[src/rtl/conv_enc111_frame.sv]
`default_nettype none
// +--------------------------------------------------------------------------+
// | conv_enc111_frame                                                        |
// | Rate-1/2 K=3 (G=111,101) framed convolutional encoder with zero tail.    |
// | Revision: 1.0                                                            |
// +--------------------------------------------------------------------------+
module conv_enc111_frame #(
  parameter int FRAME_LEN = 256,
  parameter int CNT_W     = $clog2(FRAME_LEN + 1)
) (
  input  logic       clk,
  input  logic       rst,
  input  logic       start,
  input  logic       in_valid,
  input  logic       in_bit,
  output logic       in_ready,
  output logic       out_valid,
  output logic [1:0] out_pair,
  input  logic       out_ready,
  output logic       out_last,
  output logic       busy,
  output logic       frame_done
);

  typedef enum logic [1:0] {
    S_IDLE = 2'd0,
    S_DATA = 2'd1,
    S_TAIL = 2'd2
  } state_t;

  localparam logic [CNT_W-1:0] C_LAST_CNT = CNT_W'(FRAME_LEN);
  localparam logic [CNT_W-1:0] C_CNT_ONE  = CNT_W'(1);

  state_t           r_state, w_state_next;
  logic [1:0]       r_sr, w_sr_next;
  logic [CNT_W-1:0] r_cnt, w_cnt_next;
  logic             r_tail_cnt, w_tail_cnt_next;
  logic             r_out_valid, r_out_last, r_frame_done;
  logic [1:0]       r_out_pair;
  logic             w_slot_free, w_load, w_load_last, w_d;
  logic [1:0]       w_pair;

  assign w_slot_free = !r_out_valid || out_ready;
  // {g1,g0} for the bit currently being encoded (data bit or tail zero)
  assign w_pair      = {w_d ^ r_sr[1] ^ r_sr[0], w_d ^ r_sr[0]};

  always_comb begin
    w_state_next    = r_state;
    w_sr_next       = r_sr;
    w_cnt_next      = r_cnt;
    w_tail_cnt_next = r_tail_cnt;
    w_load          = 1'b0;
    w_load_last     = 1'b0;
    w_d             = 1'b0;
    in_ready        = 1'b0;
    unique case (r_state)
      S_IDLE: begin
        if (start) begin
          w_sr_next    = 2'b00;
          w_cnt_next   = '0;
          w_state_next = S_DATA;
        end
      end
      S_DATA: begin
        in_ready = w_slot_free;
        if (in_valid && w_slot_free) begin
          w_d        = in_bit;
          w_load     = 1'b1;
          w_sr_next  = {in_bit, r_sr[1]};
          w_cnt_next = r_cnt + C_CNT_ONE;
          if ((r_cnt + C_CNT_ONE) == C_LAST_CNT) begin
            w_tail_cnt_next = 1'b0;
            w_state_next    = S_TAIL;
          end
        end
      end
      S_TAIL: begin
        if (w_slot_free) begin
          w_load          = 1'b1;
          w_sr_next       = {1'b0, r_sr[1]};
          w_tail_cnt_next = ~r_tail_cnt;
          if (r_tail_cnt) begin
            w_load_last  = 1'b1;
            w_state_next = S_IDLE;
          end
        end
      end
      default: w_state_next = S_IDLE;
    endcase
  end

  always_ff @(posedge clk) begin
    if (rst) begin
      r_state    <= S_IDLE;
      r_sr       <= 2'b00;
      r_cnt      <= '0;
      r_tail_cnt <= 1'b0;
    end else begin
      r_state    <= w_state_next;
      r_sr       <= w_sr_next;
      r_cnt      <= w_cnt_next;
      r_tail_cnt <= w_tail_cnt_next;
    end
  end

  // Output slot: a new load may replace a pair in the same cycle it transfers
  always_ff @(posedge clk) begin
    if (rst) begin
      r_out_valid  <= 1'b0;
      r_out_pair   <= 2'b00;
      r_out_last   <= 1'b0;
      r_frame_done <= 1'b0;
    end else begin
      r_frame_done <= r_out_valid && out_ready && r_out_last;
      if (w_load) begin
        r_out_valid <= 1'b1;
        r_out_pair  <= w_pair;
        r_out_last  <= w_load_last;
      end else if (r_out_valid && out_ready) begin
        r_out_valid <= 1'b0;
        r_out_last  <= 1'b0;
      end
    end
  end

  assign out_valid  = r_out_valid;
  assign out_pair   = r_out_pair;
  assign out_last   = r_out_last;
  assign frame_done = r_frame_done;
  assign busy       = (r_state != S_IDLE) || r_out_valid;

endmodule
`default_nettype wire

[config.mk]
export PLATFORM = sky130hd
export DESIGN_NAME = conv_enc111_frame
export DESIGN_NICKNAME = d
export VERILOG_FILES = /design/src/rtl/conv_enc111_frame.sv
export SDC_FILE = /design/constraint.sdc
export NUM_CORES = 1
export LEC_CHECK = 0
export CORE_MARGIN = 8
export CORE_UTILIZATION = 50
export CTS_CLUSTER_SIZE = 12
export DETAILED_ROUTE_END_ITERATION = 7
export HOLD_SLACK_MARGIN = 0.02
export PLACE_DENSITY = 0.82
export RECOVER_POWER = 100
export SYNTH_ARGS = -nofsm -noshare
export SYNTH_HDL_FRONTEND = slang
export SYNTH_SLANG_ARGS = --single-unit
export TNS_END_PERCENT = 100
[constraint.sdc]
create_clock -name clk -period 2.1 [get_ports clk]
set_input_delay 0.42 -clock clk [delete_from_list [all_inputs] [get_ports clk]]
set_output_delay 0.42 -clock clk [all_outputs]
set_load 0.02 [all_outputs]
# == Word level (Yosys, flattened, before mapping) ==
# Index checks and enable logic that the tools add are counted.
# classes
add_sub_neg,1
eq_ne,8
mux,29
bitwise_logic,4
n_reduce_logical,16
# ops
operator,n
$mux W9,2
$pmux W9 S2,1
$mux W2,8
$mux W1,14
$pmux W2 S3,2
$ne A2 B2 Y1 const B,5
$add A9 B1 Y9 const B,1
$eq A9 B9 Y1 const B,1
$reduce_and A4 Y1,2
$reduce_bool A2 Y1,4
$reduce_and A5 Y1,1
$pmux W1 S2,2
$logic_and A1 B1 Y1,3
$reduce_and A3 Y1,1
$reduce_bool A3 Y1,1
$xor A1 B1 Y1,3
$eq A2 B1 Y1 const B,1
$eq A2 B2 Y1 const B,1
$logic_not A2 Y1,1
$logic_or A1 B1 Y1,2
$logic_not A1 Y1,1
$not A1 Y1,1
# totals
register_bits,19
inputBits,6
out_inout_bits,7
elab_cells,66

# == Depth between registers and ports, before layout ==
# Gate-level depths: netlist of the first run.
# depth
ltp_word,7
depth_mapped,8
ltp_nobuf,7

# == Least setup slack after synthesis of the first run ==
# No wires, ideal clock.
# synth_timing
path_type,reg-to-reg
start,register r_state[1]
end,register r_sr[0]
setup_ns,0.071
arrival_time_ns,1.712
required_ns,2.029
setup_slack_ns,0.317
path_stages_with_launch,9
n_path_buf,1
path_cell_list,dfxtp_1 > inv_1 > ha_1 > buf_6 > inv_1 > nand2_1 > a221o_1 > or3_1 > a21oi_1
# synth_between
elab_chain_len,3
elab_cells_between_ends,9
classes_between,eq/ne: 5; mux: 1; reduce/logical: 3
# synth_lines
item,line,source
"start, declared",34,"state_t r_state, w_state_next;"
"start signal, assigned",99,r_state <= w_state_next;
$eq A2 B1 Y1 (tied with other cells),56,unique case (r_state)
$ne A2 B2 Y1 (no line) / $reduce_bool A3 Y1 (equally long branches),--,
$reduce_and A4 Y1 (no line),--,
"end signal, assigned",100,r_sr <= w_sr_next;
"end, declared",35,"logic [1:0] r_sr, w_sr_next;"
# Several ways; a longest one is shown, not always the timed one.
# A chain may end at the register's enable or synchronous reset.

# == Worst setup path in the final report of the first run ==
# layout_timing
start,register r_state[1]
end,output port in_ready
# layout_between
elab_chain_len,2
# layout_lines
item,line,source
$eq A2 B1 Y1,56,
$mux W1,56,
"end, declared",16,"output logic in_ready,"
# Every way passes these cells.

==> results of run 1 <==
[per-stage QoR]
step | total power, mW | TNS [ns] | cell area, sq um
after floorplan | 0.633 | 0 | 1220
final | 0.919 | 0 | 1420
after CTS | 0.934 | 0 | 1420
after global placement | 0.739 | -0.0778 | 1400
after detailed placement | 0.754 | -0.136 | 1400
after global routing | 0.985 | 0 | 1420
[critical path, delay by kind of cell (launching register included)]
family,cells,cell delay [ns]
adder cells (fa/ha/maj),1,0.27
buffers and inverters,2,0.42
AND/OR/NAND/NOR,1,0.17
flip-flops,1,0.41
[flip-flops by register name, indices dropped and copies added, names as in the netlist]
| register | flops |
|---|---|
| frame_done | 1 |
| out_last | 1 |
| out_pair | 2 |
| out_valid | 1 |
| r_cnt | 9 |
| r_sr | 2 |
| r_state | 2 |
| r_tail_cnt | 1 |
[power breakdown]
part           switching (mW)  internal (mW)  total [mW]
Sequential             0.0158          0.374       0.390
Clock                   0.121         0.0710       0.192
Combinational           0.194          0.142       0.337
[per-layer routing]
metal  wire [um]  part of all wire  up-vias  global-route usage
met3         105             0.040        5              0.0374
li1            -                 -      544                   -
met1        1210              0.46      514               0.146
met5           0                 0        -                   0
met4          40             0.015        0              0.0681
met2        1270              0.48       17               0.229
[timing repair]
| action | in CTS | in global routing |
|---|---|---|
| setup buffers | 0 | 0 |
| setup endpoints to repair | 2 | 3 |
| endpoints found under the hold margin | 0 | 0 |
| gates resized for setup | 2 | 2 |
| cloned | 0 | 0 |
[cell families after synthesis]
logic type | after synthesis | synth area share
multiplexers | 5 | 0.0409
XOR/XNOR | 4 | 0.0287
AND/OR/NAND/NOR | 59 | 0.299
buffers and inverters | 12 | 0.0645
AO/OA/AOI/OAI | 35 | 0.184
adder cells (fa/ha/maj) | 7 | 0.0716
flip-flops | 19 | 0.311
[layout make-up]
cell class                 instances  area share
clock buffer                       3      0.0159
clock inverter                     1     0.00352
inverter                           5      0.0132
multi-input combinational        110       0.543
sequential                        19       0.268
tap                               30      0.0264
timing repair buffer              22       0.130
[cell usage after synthesis, drive strengths merged, types with 5 or more instances]
master	count	share of area
nand3	5	0.020
a31oi	6	0.043
o21ai	6	0.025
nand2	6	0.025
dfxtp	19	0.31
nor2	13	0.040
ha	7	0.072
inv	5	0.015
nand2b	6	0.031
a21oi	13	0.053
mux2i	5	0.041
[how the worst max path moves through the flow]
stage | cells after the start | startpoint | to
2_1_floorplan | 8 | r_state[1]$_SDFFE_PP0P_ | r_sr[0]$_SDFFE_PP0P_
3_3_place_gp | 4 | out_ready | in_ready
3_5_place_dp | 4 | out_ready | in_ready
4_1_cts | 4 | r_state[1]$_SDFFE_PP0P_ | in_ready
5_1_grt | 4 | r_state[1]$_SDFFE_PP0P_ | in_ready
6_report | 4 | r_state[1]$_SDFFE_PP0P_ | in_ready
==> results.py, run 1 <==
metrics = {
    "status": {
        "status": "complete, no violations",
    },
    "final_layout": {
        "stdcell_count": 190,
        "layout_common_cells": "dfxtp_1, a21oi_1, nor2_1",
        "nFillCells": 218,
        "final_common_cell": "dfxtp_1",
        "multi_input_area_sq_um": 771,
        "diodes": 0,
        "final_net_count": 174,
        "area_growth_syn_to_layout_pct": 16.2,
        "fin_util": 0.595,
        "drive_above_1_share": 0.150,
        "seq_area_sq_um": 380,
    },
    "place": {
        "placed_cells": 186,
        "port_buffers": 12,
        "dp_slack_ns": -0.102,
        "place.gp.congestion": 0.924,
        "post-dp-hpwl_um": 2020,
    },
    "setup_path": {
        "max_stage_delay_ns": 0.41,
        "reg2reg_depth": 6,
        "criticalPathCategory": "flip-flop to output pin",
        "critPathLaunchType": "flip-flop",
        "r2r_end": "r_tail_cnt$_SDFFE_PP0P_",
        "crit_arrival_ns": 1.57,
        "cp_max_fo": 5,
        "crit_chain": "inv_1 > ha_1 > and2_0 > dlygate4sd2_1",
        "r2r_setup_slack_ns": 0.20,
        "r2r_start": "r_cnt[1]$_SDFFE_PP0P_",
        "end_kind": "output pin",
        "critPathRequiredTime_ns": 1.68,
        "crit_path_top_delay_cell": "dfxtp_1",
    },
    "global_routing": {
        "grt_use_total": 0.133,
        "gr-total-overflow": 0,
        "antenna_found_initial": 0,
        "grt_pass1_wl_um": 4680,
        "grt_max_degree": 14,
        "grt_pass1_vias": 1117,
    },
    "logic_synthesis": {
        "postSynthCellCount": 141,
        "synth_area_sq_um": 1220,
        "synth_cell_types": 40,
        "synth_nets": 154,
        "synth_edf_count": 0,
        "yosysWarningCount": 0,
        "ys_seq_area_frac": 0.311,
        "ys_seq_elements": 19,
        "synth-main-ff-cell": "dfxtp_1",
        "async_flop_share": 0,
        "synth_area_per_cell_sq_um": 8.67,
    },
    "clock_network": {
        "path_clk_slew_ns": 0.12,
        "cts_root_buf": "clkbuf_4",
        "clock_latency_ns": 0.30,
        "cts_made_buffers": 3,
        "clock_sinks": 19,
        "cts_hold_buffers": 0,
        "htree_levels": 1,
        "ctsLongestPathBuffers": 2,
        "cts_tree": "yes",
    },
    "sta": {
        "setup_viol_count_final": 0,
        "fmax_mhz": 502,
        "drv_slew": 0,
        "clock_skew_ns": 0.00705,
        "hold_violations": 0,
        "period_needed_ns": 1.99,
        "slew_headroom": 0.777,
        "setup_ws_ns": 0.108,
        "whs_ns": 0.485,
        "rsz0062_at_grt": "no",
        "tightestPinTransition_ns": 0.334,
        "min_period_over_period": 0.949,
    },
    "floorplanning": {
        "coreArea_sq_um": 2390,
        "std_cell_rows": 18,
        "dieArea_sq_um": 4280,
        "die-height_um": 65.4,
        "start_util": 0.512,
        "die_x_um": 65.4,
        "io_pins": 13,
    },
    "power": {
        "power_density_nw_per_um2": 647,
        "peakVddDrop_mv": 0.415,
        "leakagePower_nw": 0.555,
    },
    "min_path": {
        "hold_start": "r_sr[0]$_SDFFE_PP0P_",
        "holdPathEnd": "r_sr[0]$_SDFFE_PP0P_",
        "hold_depth": 2,
        "hold_path.class": "flip-flop to flip-flop",
    },
    "drt": {
        "wl_per_cell_um": 13.8,
        "wl_um": 2630,
        "vias": 1080,
        "drt_iter0_drc": 75,
        "route.detailed.drc": 0,
        "postRouteAntennaNets": 0,
        "via_per_inst": 5.68,
        "dr.pass1.iters": 4,
    },
    "flow_run": {
        "drv_cap": 0,
    },
}
Note: power is estimated with default switching activity, not from simulation.
==> inputs of run 2 (changes only) <==
- RECOVER_POWER: 100 -> 50
- SLEW_MARGIN: not set -> 10
==> run 2 against run 1 <==
Register-to-register slack barely moved. Clock power about the same. First-iteration DRC count down 1.3%. Via count fell by 0.28%. Critical path type unchanged. Largest cell class unchanged.
==> results.py, run 2 (synthesis results as in run 1) <==
metrics = {
    "global_routing": {
        "gr-total-overflow": 0,
        "grt_pass1_vias": 1117,
        "antenna_found_initial": 0,
        "grt_max_degree": 14,
        "grt_pass1_wl_um": 4680,
        "grt_use_total": 0.133,
    },
    "min_path": {
        "holdPathEnd": "r_sr[0]$_SDFFE_PP0P_",
        "hold_start": "r_sr[0]$_SDFFE_PP0P_",
        "hold_depth": 2,
        "hold_path.class": "flip-flop to flip-flop",
    },
    "final_layout": {
        "layout_common_cells": "dfxtp_1, a21oi_1, nor2_1",
        "diodes": 0,
        "largest_register_ffs": 9,
        "multi_input_area_sq_um": 771,
        "area_growth_syn_to_layout_pct": 16.5,
        "fin_area_sq_um": 1420,
        "seq_area_sq_um": 380,
        "final_net_count": 174,
        "final_common_cell": "dfxtp_1",
        "drive_above_1_share": 0.156,
        "nFillCells": 216,
        "stdcell_count": 190,
        "top_register": "r_cnt",
        "fin_util": 0.596,
    },
    "sta": {
        "min_period_over_period": 0.948,
        "setup_ws_ns": 0.108,
        "setup_viol_count_final": 0,
        "timing.setup.tns_ns": 0,
        "clock_skew_ns": 0.00703,
        "period_needed_ns": 1.99,
        "fmax_mhz": 502,
        "slew_headroom": 0.777,
        "hold_violations": 0,
        "drv_slew": 0,
        "tightestPinTransition_ns": 0.334,
        "whs_ns": 0.485,
        "rsz0062_at_grt": "no",
    },
    "floorplanning": {
        "io_pins": 13,
        "die-height_um": 65.4,
        "coreArea_sq_um": 2390,
        "dieArea_sq_um": 4280,
        "die_x_um": 65.4,
        "start_util": 0.512,
        "std_cell_rows": 18,
    },
    "clock_network": {
        "clock_latency_ns": 0.30,
        "cts_made_buffers": 3,
        "cts_tree": "yes",
        "cts_root_buf": "clkbuf_4",
        "path_clk_slew_ns": 0.12,
        "ctsLongestPathBuffers": 2,
        "htree_levels": 1,
        "clock_sinks": 19,
    },
    "setup_path": {
        "r2r_setup_slack_ns": 0.20,
        "cp_max_fo": 5,
        "critPathLaunchType": "flip-flop",
        "criticalPathCategory": "flip-flop to output pin",
        "crit_arrival_ns": 1.57,
        "reg2reg_depth": 6,
        "end_kind": "output pin",
        "r2r_end": "r_tail_cnt$_SDFFE_PP0P_",
        "r2r_start": "r_cnt[1]$_SDFFE_PP0P_",
        "critPathRequiredTime_ns": 1.68,
    },
    "drt": {
        "wl_um": 2630,
        "wl_per_cell_um": 13.8,
        "postRouteAntennaNets": 0,
        "via_per_inst": 5.67,
        "route.detailed.drc": 0,
        "dr.pass1.iters": 4,
        "vias": 1077,
        "drt_iter0_drc": 74,
    },
    "place": {
        "place.gp.congestion": 0.924,
        "port_buffers": 12,
        "post-dp-hpwl_um": 2020,
        "dp_slack_ns": -0.102,
        "placed_cells": 186,
        "postPlaceCellArea_sq_um": 1400,
    },
    "power": {
        "power_density_nw_per_um2": 648,
        "leakagePower_nw": 0.559,
        "total_power_mw": 0.923,
        "peakVddDrop_mv": 0.416,
    },
    "status": {
        "status": "complete, no violations",
    },
    "flow_run": {
        "drv_cap": 0,
    },
}
run 2: cell types whose count changed in the layout (fill, tap and decap cells not counted):
cell,delta
and2_0,-1
clkbuf_4,-1
clkbuf_1,-1
and2_1,+1
buf_4,+2
run 2: what timing repair did:
action / in CTS / in global routing
gates resized for setup: 2 / 2
buffers inserted: 0 / 0
hold buffers: 0 / 0
setup endpoints to repair: 2 / 3
run 2: worst max path at each step:
stage,startpoint,end,slack [ns],cells after the start
after floorplan,r_state[1]$_SDFFE_PP0P_,r_sr[0]$_SDFFE_PP0P_,0.32,8
final,r_state[1]$_SDFFE_PP0P_,in_ready,0.11,4
after global placement,out_ready,in_ready,-0.08,4
after CTS,r_state[1]$_SDFFE_PP0P_,in_ready,0.09,4
after global routing,r_cnt[0]$_SDFFE_PP0P_,r_tail_cnt$_SDFFE_PP0P_,0.04,6
after detailed placement,out_ready,in_ready,-0.10,4
run 2: critical path: stages (launching register included):
cell           delay, ns
dfxtp_1             0.41
inv_1               0.10
ha_1                0.27
and2_1              0.17
dlygate4sd2_1       0.32
run 2: where the power goes:
part | internal [mW] | total (mW) | switching, mW
Sequential | 0.374 | 0.390 | 0.0158
Combinational | 0.146 | 0.340 | 0.195
Clock | 0.0710 | 0.192 | 0.121
run 2: final cells by class:
cell class	instances	area share
flip-flops and latches	19	0.267
well taps	30	0.0264
repair buffers	22	0.133
clock buffers	3	0.0158
multi-input cells	110	0.541
inverters	5	0.0132
clock inverters	1	0.00351
run 2: routing by layer:
layer | GRT usage | wire length [um] | vias to the layer above
met3 | 0.0374 | 105 | 5
met4 | 0.0681 | 40 | 0
met2 | 0.229 | 1270 | 17
met1 | 0.146 | 1210 | 511
li1 | - | - | 544
met5 | 0 | 0 | -
